--- src/rtl/regfile_scoreboard_if.sv ---
// regfile_scoreboard_if: decode/writeback bus between pipeline control and the register file scoreboard
interface regfile_scoreboard_if #(
  parameter int WORD_W = 16,
  parameter int ADDR_W = 2
);
  localparam int NUM_REGS = 2**ADDR_W;
  logic [ADDR_W-1:0]   rs1_addr, rs2_addr;
  logic [WORD_W-1:0]   rs1_data, rs2_data;
  logic                rs1_used, rs2_used;
  logic                wb_write;
  logic [ADDR_W-1:0]   wb_addr;
  logic [WORD_W-1:0]   wb_data;
  logic                issue;
  logic [ADDR_W-1:0]   issue_dest;
  logic                issue_writes;
  logic                flush;
  logic                stall;
  logic [NUM_REGS-1:0] busy;
  modport master (
    output rs1_addr, rs2_addr, rs1_used, rs2_used, wb_write, wb_addr, wb_data,
           issue, issue_dest, issue_writes, flush,
    input  rs1_data, rs2_data, stall, busy
  );
  modport slave (
    input  rs1_addr, rs2_addr, rs1_used, rs2_used, wb_write, wb_addr, wb_data,
           issue, issue_dest, issue_writes, flush,
    output rs1_data, rs2_data, stall, busy
  );
endinterface

--- src/rtl/regfile_scoreboard.sv ---
// regfile_scoreboard: register file with writeback bypass and per-register pending-write counters
module regfile_scoreboard #(
  parameter int WORD_W = 16,
  parameter int ADDR_W = 2,
  parameter int CNT_W  = 2
) (
  input logic                 clk,
  input logic                 reset_n,
  regfile_scoreboard_if.slave bus
);
  localparam int NUM_REGS = 2**ADDR_W;
  localparam logic [CNT_W-1:0] ONE = CNT_W'(1);
  localparam logic [CNT_W-1:0] MAX = '1;
  logic [WORD_W-1:0] regs_q [NUM_REGS];
  logic [CNT_W-1:0]  cnt_q  [NUM_REGS];
  logic [CNT_W-1:0]  cnt_d  [NUM_REGS];
  logic [CNT_W-1:0]  c1, c2, cd;
  logic              wb1, wb2, wbd, haz1, haz2, sat, issue_eff;
  assign wb1 = bus.wb_write && bus.wb_addr == bus.rs1_addr;
  assign wb2 = bus.wb_write && bus.wb_addr == bus.rs2_addr;
  assign wbd = bus.wb_write && bus.wb_addr == bus.issue_dest;
  assign c1  = cnt_q[bus.rs1_addr];
  assign c2  = cnt_q[bus.rs2_addr];
  assign cd  = cnt_q[bus.issue_dest];
  // A source is still pending unless its single outstanding write retires this cycle
  assign haz1 = bus.rs1_used && (c1 > ONE || (c1 == ONE && !wb1));
  assign haz2 = bus.rs2_used && (c2 > ONE || (c2 == ONE && !wb2));
  // A full counter can only accept a new issue when a writeback frees a slot this cycle
  assign sat       = bus.issue && bus.issue_writes && cd == MAX && !wbd;
  assign bus.stall = haz1 || haz2 || sat;
  assign issue_eff = bus.issue && bus.issue_writes && !bus.stall;
  assign bus.rs1_data = wb1 ? bus.wb_data : regs_q[bus.rs1_addr];
  assign bus.rs2_data = wb2 ? bus.wb_data : regs_q[bus.rs2_addr];
  // Counter next-state (issue and retire on the same register cancel) and busy flags from current state
  always_comb begin
    for (int i = 0; i < NUM_REGS; i++) begin
      cnt_d[i] = bus.flush ? '0
        : (issue_eff && bus.issue_dest == ADDR_W'(i) && bus.wb_write && bus.wb_addr == ADDR_W'(i)) ? cnt_q[i]
        : (issue_eff && bus.issue_dest == ADDR_W'(i)) ? cnt_q[i] + ONE
        : (bus.wb_write && bus.wb_addr == ADDR_W'(i) && cnt_q[i] != '0) ? cnt_q[i] - ONE
        : cnt_q[i];
      bus.busy[i] = cnt_q[i] != '0;
    end
  end
  // Register array and counters update together; reset clears both immediately
  always_ff @(posedge clk or negedge reset_n) begin
    if (!reset_n) begin
      for (int i = 0; i < NUM_REGS; i++) begin
        regs_q[i] <= '0;
        cnt_q[i]  <= '0;
      end
    end else begin
      if (bus.wb_write) regs_q[bus.wb_addr] <= bus.wb_data;
      for (int i = 0; i < NUM_REGS; i++) cnt_q[i] <= cnt_d[i];
    end
  end
endmodule

--- src/flat_wrapper.sv ---
// flat-port wrapper written by rule: the top's interface ports become plain ports
module regfile_scoreboard_flat 
#(
  parameter int WORD_W = 16,
  parameter int ADDR_W = 2,
  parameter int CNT_W  = 2
)
  (clk, reset_n, bus_rs1_addr, bus_rs2_addr, bus_rs1_used, bus_rs2_used, bus_wb_write, bus_wb_addr, bus_wb_data, bus_issue, bus_issue_dest, bus_issue_writes, bus_flush, bus_rs1_data, bus_rs2_data, bus_stall, bus_busy);
  regfile_scoreboard_if #(.WORD_W(WORD_W), .ADDR_W(ADDR_W)) bus_i ();
  input logic clk;
  input logic reset_n;
  input wire logic [$bits(bus_i.rs1_addr)-1:0] bus_rs1_addr;
  input wire logic [$bits(bus_i.rs2_addr)-1:0] bus_rs2_addr;
  input wire logic [$bits(bus_i.rs1_used)-1:0] bus_rs1_used;
  input wire logic [$bits(bus_i.rs2_used)-1:0] bus_rs2_used;
  input wire logic [$bits(bus_i.wb_write)-1:0] bus_wb_write;
  input wire logic [$bits(bus_i.wb_addr)-1:0] bus_wb_addr;
  input wire logic [$bits(bus_i.wb_data)-1:0] bus_wb_data;
  input wire logic [$bits(bus_i.issue)-1:0] bus_issue;
  input wire logic [$bits(bus_i.issue_dest)-1:0] bus_issue_dest;
  input wire logic [$bits(bus_i.issue_writes)-1:0] bus_issue_writes;
  input wire logic [$bits(bus_i.flush)-1:0] bus_flush;
  output wire logic [$bits(bus_i.rs1_data)-1:0] bus_rs1_data;
  output wire logic [$bits(bus_i.rs2_data)-1:0] bus_rs2_data;
  output wire logic [$bits(bus_i.stall)-1:0] bus_stall;
  output wire logic [$bits(bus_i.busy)-1:0] bus_busy;
  assign bus_i.rs1_addr = bus_rs1_addr;
  assign bus_i.rs2_addr = bus_rs2_addr;
  assign bus_i.rs1_used = bus_rs1_used;
  assign bus_i.rs2_used = bus_rs2_used;
  assign bus_i.wb_write = bus_wb_write;
  assign bus_i.wb_addr = bus_wb_addr;
  assign bus_i.wb_data = bus_wb_data;
  assign bus_i.issue = bus_issue;
  assign bus_i.issue_dest = bus_issue_dest;
  assign bus_i.issue_writes = bus_issue_writes;
  assign bus_i.flush = bus_flush;
  assign bus_rs1_data = bus_i.rs1_data;
  assign bus_rs2_data = bus_i.rs2_data;
  assign bus_stall = bus_i.stall;
  assign bus_busy = bus_i.busy;
  regfile_scoreboard #(.WORD_W(WORD_W), .ADDR_W(ADDR_W), .CNT_W(CNT_W)) u_core (.clk(clk), .reset_n(reset_n), .bus(bus_i));
endmodule
--- config.mk ---
export PLATFORM = sky130hd
export DESIGN_NAME = regfile_scoreboard_flat
export DESIGN_NICKNAME = d
export VERILOG_FILES = /design/src/rtl/regfile_scoreboard_if.sv /design/src/rtl/regfile_scoreboard.sv /design/src/flat_wrapper.sv
export SDC_FILE = /design/constraint.sdc
export NUM_CORES = 1
export LEC_CHECK = 0
export ABC_CLOCK_PERIOD_IN_PS = 5900
export CAP_MARGIN = 20
export CORE_UTILIZATION = 45
export DETAILED_ROUTE_END_ITERATION = 10
export PLACE_DENSITY = 0.68
export SLEW_MARGIN = 15
export SYNTH_ARGS = -nofsm -noshare
export SYNTH_HDL_FRONTEND = slang
export SYNTH_SLANG_ARGS = --single-unit
--- constraint.sdc ---
create_clock -name clk -period 5.9 [get_ports clk]
set_input_delay 1.77 -clock clk [delete_from_list [all_inputs] [get_ports clk]]
set_output_delay 1.77 -clock clk [all_outputs]
set_load 0.02 [all_outputs]
==> impl_results.md <==
- Run status: completed
- Critical Setup Path Class: in2out
- Setup repair after global routing missed its margin: false
- DRC violation total after the first TritonRoute iteration: 71
- # resized after CTS: 0
- Post-synthesis mux area share: 44.8%
- Reg2Reg Depth: 7
- Clock insertion delay at the later pin of the skew report: 350 ps
- Pin count of the biggest net entering global routing: between 50 and 60
- PD cells: approximately 300 mW/mm^2
- Overall global routing resource usage: 21.6%
- Clock share of power: 29.0%
- Area after detailed placement: between 0.005 and 0.006 mm^2
- Final clock period utilization by the worst path: 97.5%
- Largest cells by area after synthesis: sky130_fd_sc_hd__dfrtp_1, sky130_fd_sc_hd__mux2_2, sky130_fd_sc_hd__mux4_2, sky130_fd_sc_hd__mux4_1, sky130_fd_sc_hd__a21oi_1
- Synth Area in Compound Gates: 4.11%
- Internal power summed over all cells: approximately 1.2 mW
- Leakage power summed over all cells: 2.23 nW
- Mean instance size in the synthesized netlist: 14.2 um^2
- Post-synthesis share of cell area spent on and, or, nand and nor gates: 6.03%
- Netlist area before placement: 0.00438 mm^2
- DR WL/cell: 19.2 um
- Number of antenna diodes: 0
- Part of the total power dissipated in combinational logic: 32.0%
- Die width: ~100 um
- Global-route wire length before repair: 16200 um
- Power dissipated by switching net loads: 459 uW
- Peak supply drop: 0.000137 V
- Crit path buf inv count: 3
- Share of cells above drive strength 1: 44.2%
- Part of the Yosys area used for sequential elements: 41.1%
- Syn nets: between 300 and 400
- Antenna-violating nets left: 0
- Crit path cell chain: clkdlybuf4s50_1 > buf_4 > mux4_1 > a21o_1 > a21oi_1 > nand2_1 > clkdlybuf4s50_1
- Final max-slew violation count: 0
- Adder and majority gate portion of the synthesized area: 0%
- Vias in the first global route: roughly 3000
- Cell family contributing the most delay on the critical path: buffers and inverters
- Vias after detailed routing: between 2000 and 3000
- Main combinational cell family by area after synthesis: multiplexers
- Area of all placed cells without fillers: 0.00554 mm^2
- Global placement routability congestion: 0.746
- Yosys synthesis warning count: 0
- Number of buffers inserted during clock tree synthesis: 9
- Class of the most critical hold timing path: reg2reg
- Number of library cell types mapped by synthesis: 40
- Reg-to-reg slack, setup: about 3500 ps
- GRT Residual Overflow: 0
- Hold bufs inserted after CTS: 0
- Data arrival time of the worst path: 3980 ps
- Transition time at the pin with the least slew margin: between 800 and 900 ps
- Smallest setup slack after layout: 149 ps
- Placement-stage worst setup slack: roughly 140 ps
- Crit path largest cell delay: 600 ps
- Input/output buffers: slightly below 70
- Clock tree from TritonCTS: built
- Start of the worst register-to-register path: u_core.cnt_q[2]
- Switch share: 28.1%
- Clk sinks: 72
- Fraction of power consumed by sequential logic: 39.0%
- Fmax achieved: around 0.17 GHz
- Final Routed Wirelength: about 10000 um
- Largest area contributor in the netlist: sky130_fd_sc_hd__dfrtp_1
- Post-Route Skew: 13.3 ps
- Endpoint kind of the worst setup timing path: output pin
- Effective utilization at floorplan: 47.0%
- DR vias/cell: 5.76
- Number of fill cells in the layout: 775
- Number of cells on the critical path: 7
- Number of buffers added for setup after CTS: 0
- Number of cells produced by synthesis: 308
- Final-layout setup total negative slack: 0 ps
- Yosys top cell area share: 41.1%
- Number of standard-cell rows in the floorplan: 35
- Capture instance of the worst register-to-register path: u_core.cnt_q[6]
- # Max-Cap Violations: 0
- Chip height: 101 um
- Boundary pin count: 69
- Final setup violation count: 0
- Largest driver fanout on the critical path: 4
- Antenna violations before repair: 0
- Buffers from clock root to sink, at most: 2
- Cell at the slowest stage of the critical path: sky130_fd_sc_hd__mux4_1
- Clk root buf: sky130_fd_sc_hd__clkbuf_8
- Startpoint of the worst hold path: u_core.regs_q[48]
- Most used cell along the critical path: sky130_fd_sc_hd__clkdlybuf4s50_1
- Signed area change from the synthesized netlist to the final layout: 26.4%
- Die area: between 0.01 and 0.015 mm^2
- Total number of nets in the final design: about 420
- Final-report hold violation count: 0
- Startpoint type of the worst setup path: input pin
- H-tree levels: 3
- Hold path depth: 1
- Area inside the core boundary: 0.00933 mm^2
- Fraction of synthesized cell area in xor and xnor cells: between 1 and 1.5%
- Inst Count DP: between 500 and 600
- Critical path required time: 4130 ps
- Clock slew at the register clock pins of the worst setup and hold paths: approximately 80 ps
- Sum of net half-perimeters after detailed placement: 6800 um
- Post-Layout Cell Count: 520
- Final routed DRC violation total: 0
- First-pass iteration count of the detailed router: 5
- Final min period: 5750 ps
- Hold path endpoint: u_core.regs_q[48]
- Number of synthesized register bits: 72
- Slew headroom: 41.6%
[worst register-to-register path: stages, from the launching register on]
cell	delay, ps
sky130_fd_sc_hd__dfrtp_1	480
sky130_fd_sc_hd__mux4_2	490
sky130_fd_sc_hd__o31a_1	130
sky130_fd_sc_hd__o21a_4	220
sky130_fd_sc_hd__buf_4	150
sky130_fd_sc_hd__nor4_4	340
sky130_fd_sc_hd__mux2_1	370
sky130_fd_sc_hd__a21oi_1	150
[registers in the layout (all words and copies together) (netlist names)]
register,count
u_core.cnt_q,8
u_core.regs_q,64
[cells in the mapped netlist, drive strengths merged]
cell,count
mux2i,1
mux4,36
buf,13
nand2b,3
or3,1
mux2,99
a31o,1
o211ai,2
dfrtp,72
o21a,1
clkbuf,11
o21ai,5
a21o,2
o2111ai,1
nor3,3
inv,1
o31a,1
a31oi,2
a21oi,9
nor2b,3
nor2,6
or2,4
nand2,8
a22o,1
nand3,7
nand4,1
nand3b,4
xnor2,4
nor4,1
and2,1
xor2,2
and3b,1
o32ai,1
[through the flow]
stage | power, mW | util (%) | hold WS [ps]
after detailed placement | 1.17 | 56.9 | 509
after CTS | 1.65 | 59.4 | 527
after floorplan | 0.963 | - | 485
after global placement | 1.16 | 56.9 | 500
final | 1.63 | 59.4 | 525
after global routing | 1.71 | 59.4 | 540
[cell usage in the layout, fill, tap and decap left out, types with 2 or more instances in the layout]
cell type | Yosys | final
sky130_fd_sc_hd__bufinv_16 | 0 | 3
sky130_fd_sc_hd__dfrtp_1 | 72 | 72
sky130_fd_sc_hd__clkdlybuf4s50_1 | 0 | 67
sky130_fd_sc_hd__xnor2_1 | 4 | 4
sky130_fd_sc_hd__xor2_1 | 2 | 2
sky130_fd_sc_hd__o211ai_1 | 2 | 2
sky130_fd_sc_hd__buf_4 | 2 | 21
sky130_fd_sc_hd__mux2_2 | 96 | 96
sky130_fd_sc_hd__nor2_1 | 5 | 5
sky130_fd_sc_hd__o21ai_0 | 5 | 5
sky130_fd_sc_hd__or2_2 | 4 | 4
sky130_fd_sc_hd__mux4_2 | 29 | 29
sky130_fd_sc_hd__mux4_1 | 7 | 7
sky130_fd_sc_hd__nand3_1 | 7 | 7
sky130_fd_sc_hd__nor3_1 | 3 | 2
sky130_fd_sc_hd__a21o_1 | 2 | 2
sky130_fd_sc_hd__nand2b_1 | 3 | 3
sky130_fd_sc_hd__clkbuf_1 | 11 | 2
sky130_fd_sc_hd__mux2_1 | 3 | 3
sky130_fd_sc_hd__buf_12 | 0 | 2
sky130_fd_sc_hd__nand3b_1 | 3 | 3
sky130_fd_sc_hd__a21oi_1 | 9 | 9
sky130_fd_sc_hd__clkbuf_8 | 0 | 9
sky130_fd_sc_hd__nand2_1 | 8 | 8
sky130_fd_sc_hd__a31oi_1 | 2 | 2
sky130_fd_sc_hd__nor2b_1 | 3 | 3
[routing by layer]
| metal | up-vias | GRT usage [%] | wire, um |
|---|---|---|---|
| met5 | - | 0 | 0 |
| li1 | 1347 | - | - |
| met1 | 1563 | 28.9 | 4390 |
| met3 | 7 | 4.09 | 405 |
| met4 | 0 | 6.69 | 100 |
| met2 | 77 | 35.7 | 5060 |
[layout make-up]
| type | count | area [um^2] | area share, % |
|---|---|---|---|
| well taps | 129 | 161 | 2.91 |
| flip-flops and latches | 72 | 1800 | 32.5 |
| repair buffers | 91 | 873 | 15.8 |
| clock inverters | 5 | 104 | 1.87 |
| multi-input cells | 211 | 2460 | 44.5 |
| inverters | 1 | 3.75 | 0.0678 |
| clock buffers | 11 | 131 | 2.37 |
[power by group through the flow]
| stage | Sequential [mW] | Clock, mW | Combinational [mW] |
|---|---|---|---|
| after floorplan | 0.624 | 0 | 0.339 |
| after global placement | 0.639 | 0 | 0.521 |
| after detailed placement | 0.645 | 0 | 0.528 |
| after CTS | 0.636 | 0.481 | 0.530 |
| after global routing | 0.649 | 0.507 | 0.558 |
| final | 0.637 | 0.474 | 0.524 |
[cells by family after synthesis]
family | count (synthesis)
mux | 136
simple gates | 43
compound gates | 26
flops | 72
buf+inv | 25
xor+xnor | 6
[worst max-delay path by stage]
| stage | end | start | slack, ps |
|---|---|---|---|
| 6_report | bus_stall | bus_rs1_addr[0] | 150 |
| 5_1_grt | bus_stall | bus_rs1_addr[0] | 70 |
| 4_1_cts | bus_stall | bus_rs1_addr[0] | 140 |
| 3_5_place_dp | bus_stall | bus_rs1_addr[0] | 140 |
| 3_3_place_gp | bus_stall | bus_rs2_addr[0] | 170 |
| 2_1_floorplan | bus_rs2_data[10] | bus_rs2_addr[0] | 800 |
Note: power is estimated with default switching activity, not from simulation.
